===== src/rtl/ecp3_perr_pkg.sv =====
// Shared definitions for the ECP3 parity-error collector: FSM encoding,
// counter limits and the first-error priority helper.
package ecp3_perr_pkg;

  localparam int unsigned WIDTH_DEF = 16;
  localparam int unsigned CNTW_DEF  = 8;
  localparam logic [CNTW_DEF-1:0] CNT_SAT = {CNTW_DEF{1'b1}};

  typedef enum logic {
    IDLE = 1'b0,
    ACKH = 1'b1
  } state_t;

  // Lowest set bit wins; an all-zero word returns 0.
  function automatic logic [3:0] lsb_index(input logic [WIDTH_DEF-1:0] v);
    logic [3:0] idx;
    idx = 4'd0;
    for (int i = WIDTH_DEF - 1; i >= 0; i--) begin
      if (v[i]) idx = 4'(i);
    end
    return idx;
  endfunction

endpackage


===== src/rtl/perr_sat_cnt.sv =====
// Saturating up-counter with synchronous clear; nxt exposes the value the
// counter would take on this edge if not cleared.
module perr_sat_cnt #(
  parameter int CNTW = 8
) (
  input  logic            CLK,
  input  logic            RSTN,
  input  logic            clr,
  input  logic            inc,
  output logic [CNTW-1:0] cnt,
  output logic [CNTW-1:0] nxt
);

  localparam logic [CNTW-1:0] SAT = {CNTW{1'b1}};

  assign nxt = (inc && (cnt != SAT)) ? cnt + CNTW'(1) : cnt;

  always_ff @(posedge CLK or negedge RSTN) begin
    if (!RSTN) begin
      cnt <= '0;
    end else if (clr) begin
      cnt <= '0;
    end else begin
      cnt <= nxt;
    end
  end

endmodule


===== src/rtl/perr_collect.sv =====
// Sticky error collector for the ECP3 16-bit parity-error register, with an
// atomic snapshot-and-clear handed to the host over a four-phase REQ/ACK.
//
// state | meaning
// IDLE  | no request outstanding; REQ high takes a snapshot and clears state
// ACKH  | snapshot presented with ACK high; waits for REQ to fall
module perr_collect
  import ecp3_perr_pkg::*;
#(
  parameter int WIDTH = WIDTH_DEF,
  parameter int CNTW  = CNTW_DEF
) (
  input  logic             CLK,
  input  logic             RSTN,
  input  logic             EN,
  input  logic [WIDTH-1:0] ERR,
  input  logic             REQ,
  output logic             ACK,
  output logic [WIDTH-1:0] PERR,
  output logic             IRQ,
  output logic [WIDTH-1:0] SNAP,
  output logic [CNTW-1:0]  SCNT,
  output logic [3:0]       SFIRST,
  output logic             SVALID
);

  state_t           state, state_nxt;
  logic             take;
  logic             evt;
  logic [WIDTH-1:0] err_g;
  logic [WIDTH-1:0] sticky;
  logic [3:0]       first;
  logic             fvalid;
  logic [3:0]       first_m;
  logic             fvalid_m;
  logic [CNTW-1:0]  cnt;
  logic [CNTW-1:0]  cnt_nxt;

  assign err_g = EN ? ERR : '0;
  assign evt   = |err_g;

  // Merge the current cycle's event so a snapshot edge never drops it.
  assign first_m  = fvalid ? first : (evt ? lsb_index(err_g) : 4'd0);
  assign fvalid_m = fvalid | evt;

  always_ff @(posedge CLK or negedge RSTN) begin
    if (!RSTN) begin
      state <= IDLE;
    end else begin
      state <= state_nxt;
    end
  end

  always_comb begin
    state_nxt = state;
    take      = 1'b0;
    case (state)
      IDLE: begin
        if (REQ) begin
          take      = 1'b1;
          state_nxt = ACKH;
        end
      end
      ACKH: begin
        if (!REQ) state_nxt = IDLE;
      end
      default: state_nxt = IDLE;
    endcase
  end

  perr_sat_cnt #(.CNTW(CNTW)) u_cnt (
    .CLK  (CLK),
    .RSTN (RSTN),
    .clr  (take),
    .inc  (evt),
    .cnt  (cnt),
    .nxt  (cnt_nxt)
  );

  always_ff @(posedge CLK or negedge RSTN) begin
    if (!RSTN) begin
      sticky <= '0;
      first  <= 4'd0;
      fvalid <= 1'b0;
    end else if (take) begin
      sticky <= '0;
      first  <= 4'd0;
      fvalid <= 1'b0;
    end else begin
      sticky <= sticky | err_g;
      first  <= first_m;
      fvalid <= fvalid_m;
    end
  end

  always_ff @(posedge CLK or negedge RSTN) begin
    if (!RSTN) begin
      SNAP   <= '0;
      SCNT   <= '0;
      SFIRST <= 4'd0;
      SVALID <= 1'b0;
    end else if (take) begin
      SNAP   <= sticky | err_g;
      SCNT   <= cnt_nxt;
      SFIRST <= first_m;
      SVALID <= fvalid_m;
    end
  end

  assign ACK  = (state == ACKH);
  assign PERR = sticky;
  assign IRQ  = |sticky;

endmodule


===== config.mk =====
export PLATFORM = sky130hd
export DESIGN_NAME = perr_collect
export DESIGN_NICKNAME = d
export VERILOG_FILES = /design/src/rtl/ecp3_perr_pkg.sv /design/src/rtl/perr_sat_cnt.sv /design/src/rtl/perr_collect.sv
export SDC_FILE = /design/constraint.sdc
export NUM_CORES = 1
export LEC_CHECK = 0
export ABC_AREA = 1
export CORE_AREA = 2 2 85 87
export DETAILED_ROUTE_END_ITERATION = 7
export DIE_AREA = 0 0 87 89
export GPL_ROUTABILITY_DRIVEN = 0
export PLACE_DENSITY = 0.65
export RECOVER_POWER = 100
export SLEW_MARGIN = 10
export SYNTH_ARGS = -nofsm -noshare
export SYNTH_HDL_FRONTEND = slang
export SYNTH_SLANG_ARGS = --single-unit

===== constraint.sdc =====
create_clock -name CLK -period 2.4 [get_ports CLK]
set_input_delay 0.24 -clock CLK [delete_from_list [all_inputs] [get_ports CLK]]
set_output_delay 0.24 -clock CLK [all_outputs]
set_load 0.03 [all_outputs]

# Word-level counts from Yosys, hierarchy flattened
# Index checks and enable logic that the tools add are counted.
# classes
n_reduce_logical,3
n_eq_ne,1
n_addsub,1
bitwise,2
mux,26
# op_table
op,count
4-bit 2-to-1 mux,19
16-bit 2-to-1 mux,2
16-bit OR reduction,2
8-bit 2-to-1 mux,2
16-bit OR,1
8-bit by 1-bit adder with 8-bit output (second input constant),1
8-bit inequality test (second input constant),1
1-bit 2-to-1 mux,3
1-bit logical AND,1
1-bit OR,1
# word_totals
out_inout_bits,47
elab_cells,42
inputBits,20
regBits,59

# Depth between registers and ports, before layout
# Gate-level depths: netlist of run 1.
# logic_depth
depth_word,20
ltp_mapped,20
mapped_depth_nobuf,19

# Cells and area by module
# From an unflattened synthesis of run 1, not the netlist that was laid out.
# hier_totals
cells_unflattened,349
hier_area_um2,2862.7
# modules_own_cells
mod,seq_area_each_um2,cells_per_inst,area_each_um2,instances
perr_collect,1276.2,266,2309.7,1
perr_sat_cnt,200.2,83,553.0,1

# Least setup slack after synthesis of run 1
# Ideal clock, no wire load.
# synth_path
path_type,input to register
from,input EN
to,register SCNT[7]
required_time_ns,2.271
path_buffers,2
arrival_ns,1.442
slack_ns,0.829
path_stages,13
cell_sequence,buf_6 buf_12 nand2_4 nand2_2 inv_2 nand2_2 nor3_2 nand2_2 nand2_4 nor2_4 nand4_2 xor2_2 o21ai_1
# synth_via
elab_chain_cells,4
# synth_rtl
item,line_no,source
start: declaration,perr_collect.sv:15,"input logic EN,"
16-bit 2-to-1 mux,perr_collect.sv:39,assign err_g = EN ? ERR : '0;
16-bit OR reduction,perr_collect.sv:40,assign evt = |err_g;
1-bit logical AND,perr_sat_cnt.sv:16,assign nxt = (inc && (cnt != SAT)) ? cnt + CNTW'(1) : cnt;
8-bit 2-to-1 mux,perr_sat_cnt.sv:16,
end signal: assignment,perr_collect.sv:104,SCNT <= cnt_nxt;
end: declaration,perr_collect.sv:22,"output logic [CNTW-1:0] SCNT,"
# Every way passes these cells.
# A chain may end at the register's enable or synchronous reset.

# Worst setup path after layout of run 1
# layout_path
from,register sticky[7] (netlist: PERR[7])
to,output IRQ
# layout_via
elab_chain_cells,1
# layout_rtl
item,line_no,source
start: declaration,perr_collect.sv:31,logic [WIDTH-1:0] sticky;
start signal: assignment,perr_collect.sv:90,sticky <= sticky | err_g;
16-bit OR reduction,perr_collect.sv:112,assign IRQ = |sticky;
end: declaration,perr_collect.sv:20,"output logic IRQ,"
# Every way passes these cells.

==> summary.txt, run 1 <==
Outcome
  • Status: complete, no violations

Final layout
  • Fillers: 617
  • Area grow syn2layout: 37.11%
  • Area of the multi-input gates: 935.9 um2
  • Ratio of cells with drive above 1 in the final layout: 0.09044
  • Post-layout nets: 403
  • Reg area: 1476 um2
  • Non-Filler Instances: 467
  • Total inserted antenna cells: 0

Power and ir drop
  • Seq pwr share: 0.397
  • Pwr Density: 858.1 nW/um2
  • Static Leak: 1.860 nW
  • Comb pwr share: 0.253
  • Max IR drop VDD: 0.4863 mV
  • Internal: 0.002149 W
  • Overall Power: 0.003122 W
  • Net switching power: 0.0009731 W
  • Sw Share: 0.3117
  • Clock power share: 0.350

Global routing
  • Vias in the first global route: 2104
  • First-pass GRT wire length: 10380 um
  • Total gr overflow: 0
  • Gr usage total: 0.1753
  • Initial antenna violation count: 0
  • Largest net degree at the start of global routing: 47

Timing
  • Unrepaired setup endpoints after global routing: false
  • Clk_skew: 0.006466 ns
  • Slew HR: 0.3373
  • Maximum clock rate: 447.4 MHz
  • Final setup viols: 0
  • Max-slew violation count: 0
  • Final setup TNS: 0 ns
  • Post-layout min period: 2.235 ns
  • Least-Margin Pin Slew: 0.9940 ns
  • Final period util: 0.9312
  • Final Hold Viols: 0
  • Post-route setup slack: 0.1650 ns

Logic synthesis
  • Syn Area/Cell: 8.673 um2
  • Mapped Nets: 327
  • Cells after synthesis: 306
  • Yosys warning count: 0
  • Cell Area, Synth: 2654 um2
  • EDFF count, synth: 0
  • Top FF cell, synth: dfrtp_1
  • Post-synthesis async set-or-reset flop share: 1.000
  • Register area share after synthesis: 0.5563
  • Synthesis-stage register bit count: 59
  • Netlist cell types: 31

Clock network
  • Clock sinks: 59
  • CTS H-tree lvls: 3
  • Cts bufs inserted: 9
  • Setup Buffers After CTS: 0
  • Clock buffer depth: 2
  • Root buf cell: clkbuf_8
  • CTS tree: done
  • Worst-Skew Late Latency: 0.33 ns
  • CTS clk-pin slew, worst paths: 0.06 ns

Floorplan
  • Site row count: 30
  • Die area: 7743 um2
  • Die height: 89 um
  • Io pins: 67
  • Initial Util: 0.3950
  • Core area: 6719 um2
  • Die Wd: 87 um

Min path
  • Hold Crit Class: flip-flop to flip-flop

Routing
  • Initial DRT Pass Iterations: 4
  • Drt total wl: 6188 um
  • DRC viols: 0
  • WL/cell: 13.25 um
  • Total number of vias: 2185
  • Final ANT Viol Nets: 0
  • Vias per cell: 4.679
  • Initial DRC count: 128

Worst setup path
  • Reg-to-reg slack, setup: 0.55 ns
  • Crit path kind: flip-flop to primary output
  • Crit path capture type: primary output
  • Worst setup SP type: flip-flop
  • CP Max Fanout: 3
  • Required time worst endpoint: 2.16 ns
  • Signal arrival time at the worst endpoint: 1.99 ns

Place
  • Worst slack at placement: 0.01705 ns
  • HPWL Detailed: 4426 um
  • Placed cell count: 450
  • Port bufs: 66

Flow run
  • Maxcap violations: 0
-- Yosys cell counts, types with 2 or more instances --
cell	instances	share of area
nand2_1	87	0.12
dfrtp_1	59	0.56
inv_1	42	0.059
nor2_1	35	0.050
a31oi_1	17	0.040
o21ai_0	12	0.023
clkbuf_1	6	0.0085
nand2_2	6	0.014
nand2_4	4	0.017
nand3_1	4	0.0075
nor4_1	4	0.0094
buf_1	3	0.0042
xnor2_1	3	0.0099
xor2_1	3	0.0099
a21oi_1	2	0.0038
inv_2	2	0.0028
nand4_1	2	0.0047
o21ai_1	2	0.0038
-- layout by cell type, fill, tap and decap left out, drive strengths merged --
master	n
nand4	3
xnor2	3
xor2	4
dfrtp	59
ha	1
nand3	4
a31oi	17
nor3	1
a21oi	2
bufinv	3
inv	44
o31ai	1
nor2	36
a22oi	1
nand2	97
mux2i	1
buf	5
clkinv	2
dlygate4sd3	49
o21ai	14
nor4	4
and2	1
clkbuf	16
clkdlybuf4s50	17
a32oi	1
nand3b	1
-- per-layer routing --
layer / track usage / up-vias / share of wire
met3: 0.04063 / 9 / 0.052
met2: 0.2609 / 60 / 0.44
met5: 0 / - / 0
li1: - / 1111 / -
met4: 0.08097 / 0 / 0.015
met1: 0.2439 / 1005 / 0.50
-- flip-flops by register name, summed over array words and instances, names as in the netlist --
register,flops
PERR,16
SCNT,8
SVALID,1
ACK,1
SNAP,16
u_cnt.cnt,8
first,4
SFIRST,4
fvalid,1
-- metrics by stage --
step | hold WS [ns] | cell area, um2 | utilization
floorplan | -0.05559 | 2654 | -
global placement | 0.2242 | 3420 | 0.5089
detailed placement | 0.2247 | 3420 | 0.5089
CTS | 0.3592 | 3671 | 0.5464
global route | 0.4967 | 3638 | 0.5415
finish | 0.4747 | 3638 | 0.5415
-- worst max-delay path, stage by stage (launching register included) --
cell and delay [ns]:
dfrtp_1 0.40, nor4_1 0.50, nand4_1 0.15, clkdlybuf4s50_1 0.62
-- timing repair --
action	4_1_cts	5_1_grt
hold endpoints to repair	59	0
gates resized for setup	0	0
hold buffers	1	0
-- cells by family (layout without fill, tap and decap cells) --
logic type | count (synthesis) | after routing | share of synthesized area
and+or+nand+nor | 147 | 147 | 0.2433
xor gates and xnor gates | 7 | 7 | 0.02594
DFF | 59 | 59 | 0.5563
buffers and inverters | 55 | 136 | 0.08675
adders and majority gates | 1 | 1 | 0.004714
AOI/OAI and AO/OA | 36 | 36 | 0.07921
muxes | 1 | 1 | 0.003772
-- power groups by stage --
stage	Sequential [W]	Combinational, W	Clock, W
floorplan	0.00147	0.000259	0
global placement	0.00126	0.000828	0
detailed placement	0.00126	0.000838	0
CTS	0.00125	0.000844	0.00112
global route	0.00126	0.000863	0.00116
finish	0.00124	0.000791	0.00109
-- worst paths after layout --
| check | from | to | cells past startpoint |
|---|---|---|---|
| min in group asynchronous | RSTN | SNAP[11]$_DFFE_PN0P_ | 3 |
| max reg2reg | ACK$_DFF_PN0_ | PERR[10]$_DFF_PN0_ | 5 |
| max in group asynchronous | RSTN | SCNT[7]$_DFFE_PN0P_ | 3 |
| max | PERR[7]$_DFF_PN0_ | IRQ | 3 |
| min reg2reg | SFIRST[1]$_DFFE_PN0P_ | SFIRST[1]$_DFFE_PN0P_ | 2 |
| min | SFIRST[1]$_DFFE_PN0P_ | SFIRST[1]$_DFFE_PN0P_ | 2 |
-- layout make-up --
| cell class | count | share of cell area |
|---|---|---|
| flip-flops and latches | 59 | 0.4058 |
| multi-input cells | 192 | 0.2572 |
| repair buffers | 76 | 0.1977 |
| inverters | 44 | 0.04539 |
| clock buffers | 11 | 0.03886 |
| clock inverters | 5 | 0.02751 |
| well taps | 80 | 0.02751 |
(Power assumes the default switching activity.)
==> inputs of run 2 (changes only) <==
CORE_AREA = 2 2 119 63   (was 2 2 85 87)
DIE_AREA = 0 0 121 65   (was 0 0 87 89)
==> run 2 against run 1 <==
  * The flow now finishes with violations (capacitance limit, slew limit)
  * Power rose by 3.7%
  * Global-route usage rose by 1.1 points
  * Register-to-register slack improved by 0.12 ns
  * Final cell count rose by 2.1%
  * Sequential power barely moved
  * Critical endpoint is now u_cnt.cnt[7]$_DFF_PN0_
  * Largest cell class unchanged
==> summary.txt, run 2 (synthesis gave the netlist of run 1 again) <==
Outcome
  • Status: finished with violations
  • Failing checks: capacitance limit, slew limit

Timing
  • Final setup viols: 0 (unchanged)
  • Least-Margin Pin Slew: 1.504 ns (+0.5097 ns)
  • Post-layout min period: 2.204 ns (-0.03126 ns)
  • Final Hold Viols: 0 (unchanged)
  • Unrepaired setup endpoints after global routing: false
  • Max-slew violation count: 25 (+25)
  • Final setup TNS: 0 ns (unchanged)
  • Clk_skew: 0.004776 ns (-0.001690 ns)
  • Maximum clock rate: 453.8 MHz (+1.4%)
  • Slew HR: -0.002519 (-0.3398)
  • Final period util: 0.9182 (-0.01302)

Global routing
  • Total gr overflow: 0 (unchanged)
  • Initial antenna violation count: 0 (unchanged)
  • Vias in the first global route: 2143 (+1.9%)
  • First-pass GRT wire length: 10780 um (+3.8%)
  • Largest net degree at the start of global routing: 47 (unchanged)
  • Gr usage total: 0.1861 (+0.01086)

Routing
  • DRC viols: 0 (unchanged)
  • Total number of vias: 2174 (-0.50%)
  • Vias per cell: 4.558 (-2.6%)
  • Final ANT Viol Nets: 0 (unchanged)
  • Drt total wl: 6553 um (+5.9%)
  • WL/cell: 13.74 um (+3.7%)
  • Initial DRT Pass Iterations: 4 (unchanged)
  • Initial DRC count: 181 (+41%)

Final layout
  • Fillers: 656 (+6.3%)
  • Post-layout nets: 398 (-1.2%)
  • Non-Filler Instances: 477 (+2.1%)
  • Final instance area: 3690 um2 (+1.4%)
  • Area grow syn2layout: 39.04%
  • Total inserted antenna cells: 0 (unchanged)
  • Ratio of cells with drive above 1 in the final layout: 0.08399 (-0.006450)
  • Leading cell type in the layout, fill and taps excluded: nand2_1
  • Most frequent cells in the layout: 88 x nand2_1, 59 x dfrtp_1, 49 x dlygate4sd3_1

Worst setup path
  • Crit path capture type: flip-flop
  • Required time worst endpoint: 2.57 ns (+0.41 ns)
  • Signal arrival time at the worst endpoint: 2.38 ns (+0.39 ns)
  • Reg2reg end: u_cnt.cnt[7]$_DFF_PN0_
  • R2R Path Start: u_cnt.cnt[0]$_DFF_PN0_
  • Crit path kind: input pin to flip-flop
  • Worst R2R Path Depth: 8 (+3)
  • CP Launch Point: EN
  • Worst setup SP type: input pin
  • CP Max Fanout: 10 (+7)
  • Reg-to-reg slack, setup: 0.67 ns (+0.12 ns)

Floorplan
  • Site row count: 22 (-27%)
  • Die Wd: 121 um (+39%)
  • Core area: 6964 um2 (+3.6%)
  • Die height: 65 um (-27%)
  • Die area: 7865 um2 (+1.6%)
  • Initial Util: 0.3811 (-0.01391)
  • Io pins: 67 (unchanged)

Flow run
  • Maxcap violations: 1 (+1)

Place
  • Port bufs: 66 (unchanged)
  • Placed cell count: 461 (+2.4%)
  • HPWL Detailed: 4613 um (+4.2%)
  • DP Area: 3415 um2 (-0.15%)

Clock network
  • Root buf cell: clkbuf_16
  • CTS clk-pin slew, worst paths: 0.05 ns (about the same)
  • CTS tree: done
  • Clock sinks: 59 (unchanged)
  • Worst-Skew Late Latency: 0.33 ns (about the same)
  • Clock buffer depth: 2 (unchanged)
  • Cts bufs inserted: 9 (unchanged)
  • Setup Buffers After CTS: 0 (unchanged)
  • CTS H-tree lvls: 3 (unchanged)

Power and ir drop
  • Max IR drop VDD: 0.3975 mV (-18%)
  • Static Leak: 1.878 nW (+0.99%)
  • Pwr Density: 877.8 nW/um2 (+2.3%)

Min path
  • Hold path endpoint: SCNT[2]$_DFFE_PN0P_
  • Hold Crit Class: flip-flop to flip-flop
  • WHS Path Cells: 2 (unchanged)
  • Source of the worst hold timing path: SCNT[2]$_DFFE_PN0P_
run 2: changes by cell type in the layout (fill, tap and decap cells not counted), moves of 2 or more:
cell | previous run | this run
clkbuf_1 | 4 | 2
bufinv_16 | 3 | 0
buf_4 | 5 | 1
clkbuf_16 | 0 | 9
clkbuf_8 | 10 | 3
run 2: per-layer routing:
layer	up-vias	global-route usage	part of all wire
met5	-	0	0
met4	0	0.05814	0.0096
met3	6	0.07746	0.067
met2	63	0.2528	0.40
met1	1001	0.2660	0.52
li1	1104	-	-
run 2: worst max-delay path, cell delays in order:
cell and delay (ns):
dlygate4sd3_1 0.68, buf_4 0.24, nand2_1 0.14, nand2_2 0.08, inv_2 0.05, nand2_2 0.04
nor3_1 0.26, nand2_2 0.13, nand2_4 0.12, nor2_4 0.05, nand4_2 0.07, xor2_1 0.20
nor2_1 0.06
run 2: report_power, final:
part	leakage (nW)	internal, W	switching, W
logic	1.02	0.000294	0.000494
clock network	0.141	0.000773	0.000432
registers	0.718	0.00114	0.000104
total	1.88	0.00221	0.00103
run 2: layout make-up:
cell class / count / area [um2] / area share
inverter: 44 / 165.2 / 0.04476
clock buffer: 13 / 270.3 / 0.07325
sequential: 59 / 1476 / 0.4001
timing repair buffer: 71 / 701.9 / 0.1902
clock inverter: 2 / 10.01 / 0.002713
multi-input combinational: 192 / 945.9 / 0.2564
tap: 96 / 120.1 / 0.03255
run 2: through the flow:
step / power [W] / util / worst slack, ns / hold slack [ns]
after global placement: 0.002091 / 0.4903 / 0.1116 / 0.2918
after floorplan: 0.001729 / - / 0.8289 / -0.05559
after CTS: 0.003313 / 0.5320 / 0.07919 / 0.3716
after global routing: 0.003393 / 0.5298 / 0.02274 / 0.4882
after detailed placement: 0.002097 / 0.4903 / 0.05256 / 0.2950
final: 0.003239 / 0.5298 / 0.1963 / 0.4725
run 2: how the worst max path moves through the flow:
stage | to | slack (ns) | cells past startpoint
after CTS | IRQ | 0.08 | 3
after global placement | SCNT[5]$_DFFE_PN0P_ | 0.11 | 14
final | u_cnt.cnt[7]$_DFF_PN0_ | 0.20 | 13
after floorplan | SCNT[7]$_DFFE_PN0P_ | 0.83 | 13
after global routing | SCNT[7]$_DFFE_PN0P_ | 0.02 | 13
after detailed placement | SCNT[7]$_DFFE_PN0P_ | 0.05 | 13
run 2: what timing repair did:
item | in CTS | in global routing
resized for setup | 0 | 1
endpoints found under the hold margin | 25 | 0
hold buffers | 1 | 0
endpoints found under the setup margin | 0 | 1
